==> config.mk <==
export PLATFORM = sky130hd
export DESIGN_NAME = mips_pc_sequencer
export DESIGN_NICKNAME = d
export VERILOG_FILES = /design/src/rtl/mips_pkg.sv /design/src/rtl/mips_pc_sequencer.sv
export SDC_FILE = /design/constraint.sdc
export NUM_CORES = 1
export LEC_CHECK = 0
export CAP_MARGIN = 20
export CORE_MARGIN = 2
export CORE_UTILIZATION = 52
export DETAILED_ROUTE_END_ITERATION = 16
export GPL_ROUTABILITY_DRIVEN = 0
export PLACE_DENSITY = 0.95
export SLEW_MARGIN = 20
export SYNTH_ARGS = -nofsm -noshare
export SYNTH_HDL_FRONTEND = slang
export SYNTH_SLANG_ARGS = --single-unit
==> constraint.sdc <==
create_clock -name clk -period 4.6 [get_ports clk]
set_input_delay 0.69 -clock clk [delete_from_list [all_inputs] [get_ports clk]]
set_output_delay 0.69 -clock clk [all_outputs]
set_load 0.02 [all_outputs]
==> src/rtl/mips_pkg.sv <==
// Shared definitions for the MIPS fetch-address controller.
//   DEF_RESET_VECTOR : default PC loaded on reset
//   DEF_HALT_ADDR    : default fetch address that terminates execution
//   pc_state_t       : sequencer state (RUN, SLOT = delay slot, HALT)
package mips_pkg;

  localparam logic [31:0] DEF_RESET_VECTOR = 32'hBFC0_0000;
  localparam logic [31:0] DEF_HALT_ADDR    = 32'h0000_0000;

  typedef enum logic [1:0] {
    RUN  = 2'd0,
    SLOT = 2'd1,
    HALT = 2'd2
  } pc_state_t;

endpackage

==> src/rtl/mips_pc_sequencer.sv <==
// Fetch-address controller for the single-cycle Harvard MIPS core.
// Owns the PC, sequences branch/jump redirects through the architectural
// delay slot and detects program termination (fetch from HALT_ADDR).
// Ports:
//   clk, reset (async, active-low), clk_enable (global freeze), stall (hold)
//   branch_taken/branch_target : conditional branch resolved true + target
//   jump_valid/jump_target     : J/JAL/JR/JALR + resolved target (wins over branch)
//   instr_address : current fetch PC
//   active        : 1 until the core halts
//   in_delay_slot : current instruction sits in a delay slot
//   link_address  : instr_address + 8 for link writeback
//   fault         : sticky misaligned-target / redirect-in-slot flag
module mips_pc_sequencer
  import mips_pkg::*;
#(
  parameter logic [31:0] RESET_VECTOR = DEF_RESET_VECTOR,
  parameter logic [31:0] HALT_ADDR    = DEF_HALT_ADDR
) (
  input  logic        clk,
  input  logic        reset,
  input  logic        clk_enable,
  input  logic        stall,
  input  logic        branch_taken,
  input  logic [31:0] branch_target,
  input  logic        jump_valid,
  input  logic [31:0] jump_target,
  output logic [31:0] instr_address,
  output logic        active,
  output logic        in_delay_slot,
  output logic [31:0] link_address,
  output logic        fault
);

  pc_state_t   r_state;
  logic [31:0] r_pc;
  logic [31:0] r_pending;
  logic        r_fault;

  pc_state_t   w_next_state;
  logic [31:0] w_next_pc;
  logic [31:0] w_next_pending;
  logic        w_next_fault;
  logic        w_redirect;
  logic [31:0] w_target;
  logic        w_update;

  assign w_update   = clk_enable & ~stall;
  assign w_redirect = jump_valid | branch_taken;
  // A jump and a taken branch in the same cycle: the jump wins.
  assign w_target   = jump_valid ? jump_target : branch_target;

  always_comb begin
    w_next_state   = r_state;
    w_next_pc      = r_pc;
    w_next_pending = r_pending;
    w_next_fault   = r_fault;
    unique case (r_state)
      RUN: begin
        if (w_redirect && (w_target[1:0] != 2'b00)) begin
          // Misaligned redirect: abort without executing the delay slot.
          w_next_fault = 1'b1;
          w_next_state = HALT;
          w_next_pc    = HALT_ADDR;
        end else begin
          w_next_pc = r_pc + 32'd4;
          if (w_redirect) begin
            w_next_pending = w_target;
            w_next_state   = SLOT;
          end
        end
      end
      SLOT: begin
        // A redirect from the slot instruction is illegal: flag it, but the
        // already-captured target is still taken.
        w_next_pc    = r_pending;
        w_next_state = RUN;
        if (w_redirect) w_next_fault = 1'b1;
      end
      default: begin
        w_next_state = HALT;
        w_next_pc    = HALT_ADDR;
      end
    endcase
    // Reaching HALT_ADDR by any path (including PC+4 wrap) halts in the same update.
    if ((r_state != HALT) && (w_next_pc == HALT_ADDR)) begin
      w_next_state = HALT;
    end
  end

  always_ff @(posedge clk or negedge reset) begin
    if (!reset) begin
      r_state   <= RUN;
      r_pc      <= RESET_VECTOR;
      r_pending <= 32'd0;
      r_fault   <= 1'b0;
    end else if (w_update) begin
      r_state   <= w_next_state;
      r_pc      <= w_next_pc;
      r_pending <= w_next_pending;
      r_fault   <= w_next_fault;
    end
  end

  assign instr_address = r_pc;
  assign link_address  = r_pc + 32'd8;
  assign active        = (r_state != HALT);
  assign in_delay_slot = (r_state == SLOT);
  assign fault         = r_fault;

endmodule

Word-level counts from Yosys, hierarchy flattened. Index checks and enable logic that the tools add are counted.

Reduce and logical (&&, ||, !) cells: 9. Add/sub/neg operators: 2. Bitwise logic cells: 4. Equal/unequal tests: 5. Mux-type cells: 10.

Operator list (number): $mux 32 (2); $pmux 32 s2 (1); $add 32x3->32 const B (1); $add 32x4->32 const B (1); $logic_not 32->1 (1); $reduce_and 4->1 (2); $mux 2 (3); $ne 2x2->1 const B (2); $ne 4x4->1 const B (1); $pmux 2 s2 (1); $reduce_bool 2->1 (2); $eq 2x1->1 const B (1); $logic_and 1x1->1 (2); $logic_not 2->1 (1); $mux 1 (2); $ne 2x1->1 const B (1); $not 1->1 (2); $pmux 1 s2 (1); $reduce_and 2->1 (1); $and 1x1->1 (1); $or 1x1->1 (1).

Input bits: 70. Word-level logic and storage cells: 34. Register bits: 67. Output and inout port bits: 67.

Depth between registers and ports, before layout.
Depth in word-level cells: 9. Depth in mapped cells: 10. Gate-level depth less buffers: 8.

Least setup slack after synthesis. No wires, ideal clock.

Kind: register to output. Start: register r_pc[4], in the netlist instr_address[4]. End: output link_address[19]. Data arrival time: 2531 ps. Stages on the path, launching flop included: 9. Buffers on the path: 2. Setup slack: 1379 ps. Data required time: 3910 ps. Cell sequence: dfrtp_1 > ha_1 > buf_2 > nand3_1 > or2_2 > clkbuf_1 > nor3_1 > nand3_1 > xnor2_1.

Word-level cells in the longest chain between the ends: 1.

Ends and longest elaborated chain: from (decl) (RTL line mips_pc_sequencer.sv:35) `logic [31:0] r_pc;`; from (signal assigned) (RTL line mips_pc_sequencer.sv:98) `r_pc <= w_next_pc;`; $add 32x4->32 (RTL line mips_pc_sequencer.sv:105) `assign link_address = r_pc + 32'd8;`; to (decl) (RTL line mips_pc_sequencer.sv:30) `output logic [31:0] link_address,`.

No other way between the ends.

Final worst setup path. Ends and elaborated chain as after synthesis.

==> flow_summary.yaml <==
yosys:
  seq_area_frac_synth_pct: 36.7
  syn-num-nets: 624
  syn_area_sq_um: 4600
  ys_ff_latch: 67
  yosysTopAreaCell: "dfrtp_1"
  yosys-top-cells-area: "dfrtp_1 32%, mux2i_1 6.7%, a21oi_1 5.8%, o21ai_0 5.5%, xnor2_1 5.3%"
  yosysMostFrequentCell: "dfrtp_1"
  synth_top_area_share_pct: 31.5
  avgSynthCellArea_sq_um: 8.33
  synthCells: 552
  synthTopCellsByCount: "58 x dfrtp_1, 53 x a21oi_1, 53 x nand2_1"
  synth-edff-count: 0
  synth_ff_type: "dfrtp_1"
  yosys_warnings: 0
  synth.distinct_cells: 56
  ys_async_sr_fraction_pct: 100
global_route:
  grt_pass1_wl_mm: 23.5
  use_met3_pct: 7.09
  antenna_found_initial: 0
  grt_overflow_total: 0
  grt.busiest_layer: "met2"
  grt_pass1_vias: 4683
  grt_max_degree: 67
  track_usage_pct: 30.1
  grt_util_met2_pct: 47.6
  grtUsageMet1_pct: 38.9
place:
  port_buffers: 136
  place_area_sq_um: 5930
  dp_hpwl_mm: 10.4
floorplan:
  die_width_um: 98.1
  ios: 137
  floorplan.initialDensity_pct: 53.3
  die_area_sq_um: 9620
  core_area_sq_um: 8640
  die_h_um: 98.1
  rows: 34
clock_network:
  clock_sinks: 67
  clkTransAtPathRegs_ps: 70
  tritoncts: "built"
  clockBufferDepth: 2
  cts_resized: 0
  cts_made_buffers: 9
  clock_latency_ps: 350
  ctsRootBufferMaster: "clkbuf_8"
  cts_max_level: 3
  post_cts_buffers: 0
  cts_hold_buf: 0
sta:
  rsz0062_at_grt: "no"
  fin_tns_setup_ps: 0
  period_share_pct: 90.4
  max_clock_freq_mhz: 241
  tightestPinTransition_ps: 988
  drv_slew: 0
  relSlewSlack_pct: 34.2
  finClkSkew_ps: 9.62
  whs_ps: 115
  finalHoldViolations: 0
  fin_crit_ps: 4160
  setup_viol: 0
worst_setup_path:
  crit_fanout: 10
  max_stage_delay_ps: 610
  cp_slowest_cell: "clkdlybuf4s50_1"
  path_common_cell: "nand3_1"
  crit_start: "instr_address[4]"
  cp-start-kind: "flip-flop"
  cp.buffers_inverters: 1
  crit_family: "simple AND/OR/NAND/NOR gates"
  crit_chain: "ha_1 > nand3_1 > or2_2 > nor3_1 > nand3_1 > xnor2_1 > clkdlybuf4s50_1"
  worstSetupPathType: "flip-flop to output pin"
  r2r-start: "instr_address[2]"
  critical_path_arrival_ps: 3470
  crit_path_end_kind: "output pin"
  cp.required_ps: 3910
power:
  p_leak_nw: 2.39
  p_int_mw: 1.28
  powerDensity_nw_per_um2: 310
  p_sw_share_pct: 33.0
  p_switching_mw: 0.630
  p_comb_share_pct: 21.8
  pwr-share-clk_pct: 30.2
  ir_worst_vdd_mv: 0.203
  sequentialPowerShare_pct: 48.0
drt:
  wl_mm: 14.5
  dr.first_iter.drc_count: 692
  viasPerCell: 6.35
  antenna_left: 0
  wl_per_cell_um: 18.9
  dr.pass1.iters: 8
  vias: 4878
  drc_errors: 0
final_layout:
  drive_gt1_share_pct: 7.73
  nets: 727
  final_cell_area_sq_um: 6170
  area_growth_pct: 34.1
  antenna-diode-count: 0
  finalCoreUtilization_pct: 71.4
worst_hold_path:
  hold_class: "primary input to asynchronous set/reset pin"
run:
  cap_violations: 0
run_status:
  outcome: "completed"
[cell type report]
cell class,count,area [sq um]
Multi-Input combinational cell,425,2660
Fill cell,612,2470
Sequential cell,67,1690
Timing Repair Buffer,144,1420
Clock buffer,11,151
Tap cell,108,135
Clock inverter,5,83.8
Inverter,8,30.0
[worst paths after layout]
path	to	slack, ps	cells past startpoint
worst min-delay path	r_pending[24]	120	1
worst min register to register	fault	500	1
max in group asynchronous	instr_address[5]	3500	2
min in group clk	fault	500	1
worst max register to register	r_state[1]	1470	9
worst max-delay path	link_address[19]	440	7
[per-stage QoR]
step	instances	setup slack (ps)	total power [mW]
6_report	768	443	1.91
5_1_grt	768	190	1.99
4_1_cts	768	461	1.89
3_5_place_dp	752	848	1.32
3_3_place_gp	752	1000	1.30
2_1_floorplan	552	1380	1.09
[logic make-up after synthesis]
family                   synth area share (%)
multiplexers                             6.74
adder cells (fa/ha/maj)                 0.544
AND/OR/NAND/NOR                          22.7
flip-flops                               36.7
buffers and inverters                    6.09
AO/OA/AOI/OAI                            19.5
XOR/XNOR                                 7.81
[flip-flops by register name, summed over array words and instances (netlist names)]
name           count
instr_address     32
r_state            2
fault              1
r_pending         32
[power groups by stage]
stage               combinational, mW  clock, mW  sequential, mW
floorplan                       0.247          0           0.839
global placement                0.393          0           0.904
detailed placement              0.411          0           0.911
CTS                             0.417      0.576           0.900
global route                    0.464      0.600           0.923
finish                          0.417      0.576           0.917
[cell usage in the layout, fill, tap and decap left out, types with 17 or more instances in the layout]
cell type / n
nor4_1: 17
o21ai_0: 51
nand2_1: 53
nand3_1: 18
a21oi_1: 53
nor2_1: 52
dfrtp_1: 58
xnor2_1: 28
clkdlybuf4s50_1: 134
mux2i_1: 31
[worst reg2reg max path, cell delays in order (launching register included)]
cell	delay, ps
dfrtp_1	660
ha_1	400
nand3_1	340
nor4_1	390
buf_4	270
a21boi_0	110
a2111oi_0	310
a21oi_1	110
and4b_1	310
a31o_1	150
[metal layers]
layer	wire length (um)	vias up	part of all wire, %
met3	1790	76	12
met1	5410	2211	37
met4	644	0	4.4
met5	0	-	0
li1	-	2196	-
met2	6660	395	46
Note: power is estimated with default switching activity, not from simulation.
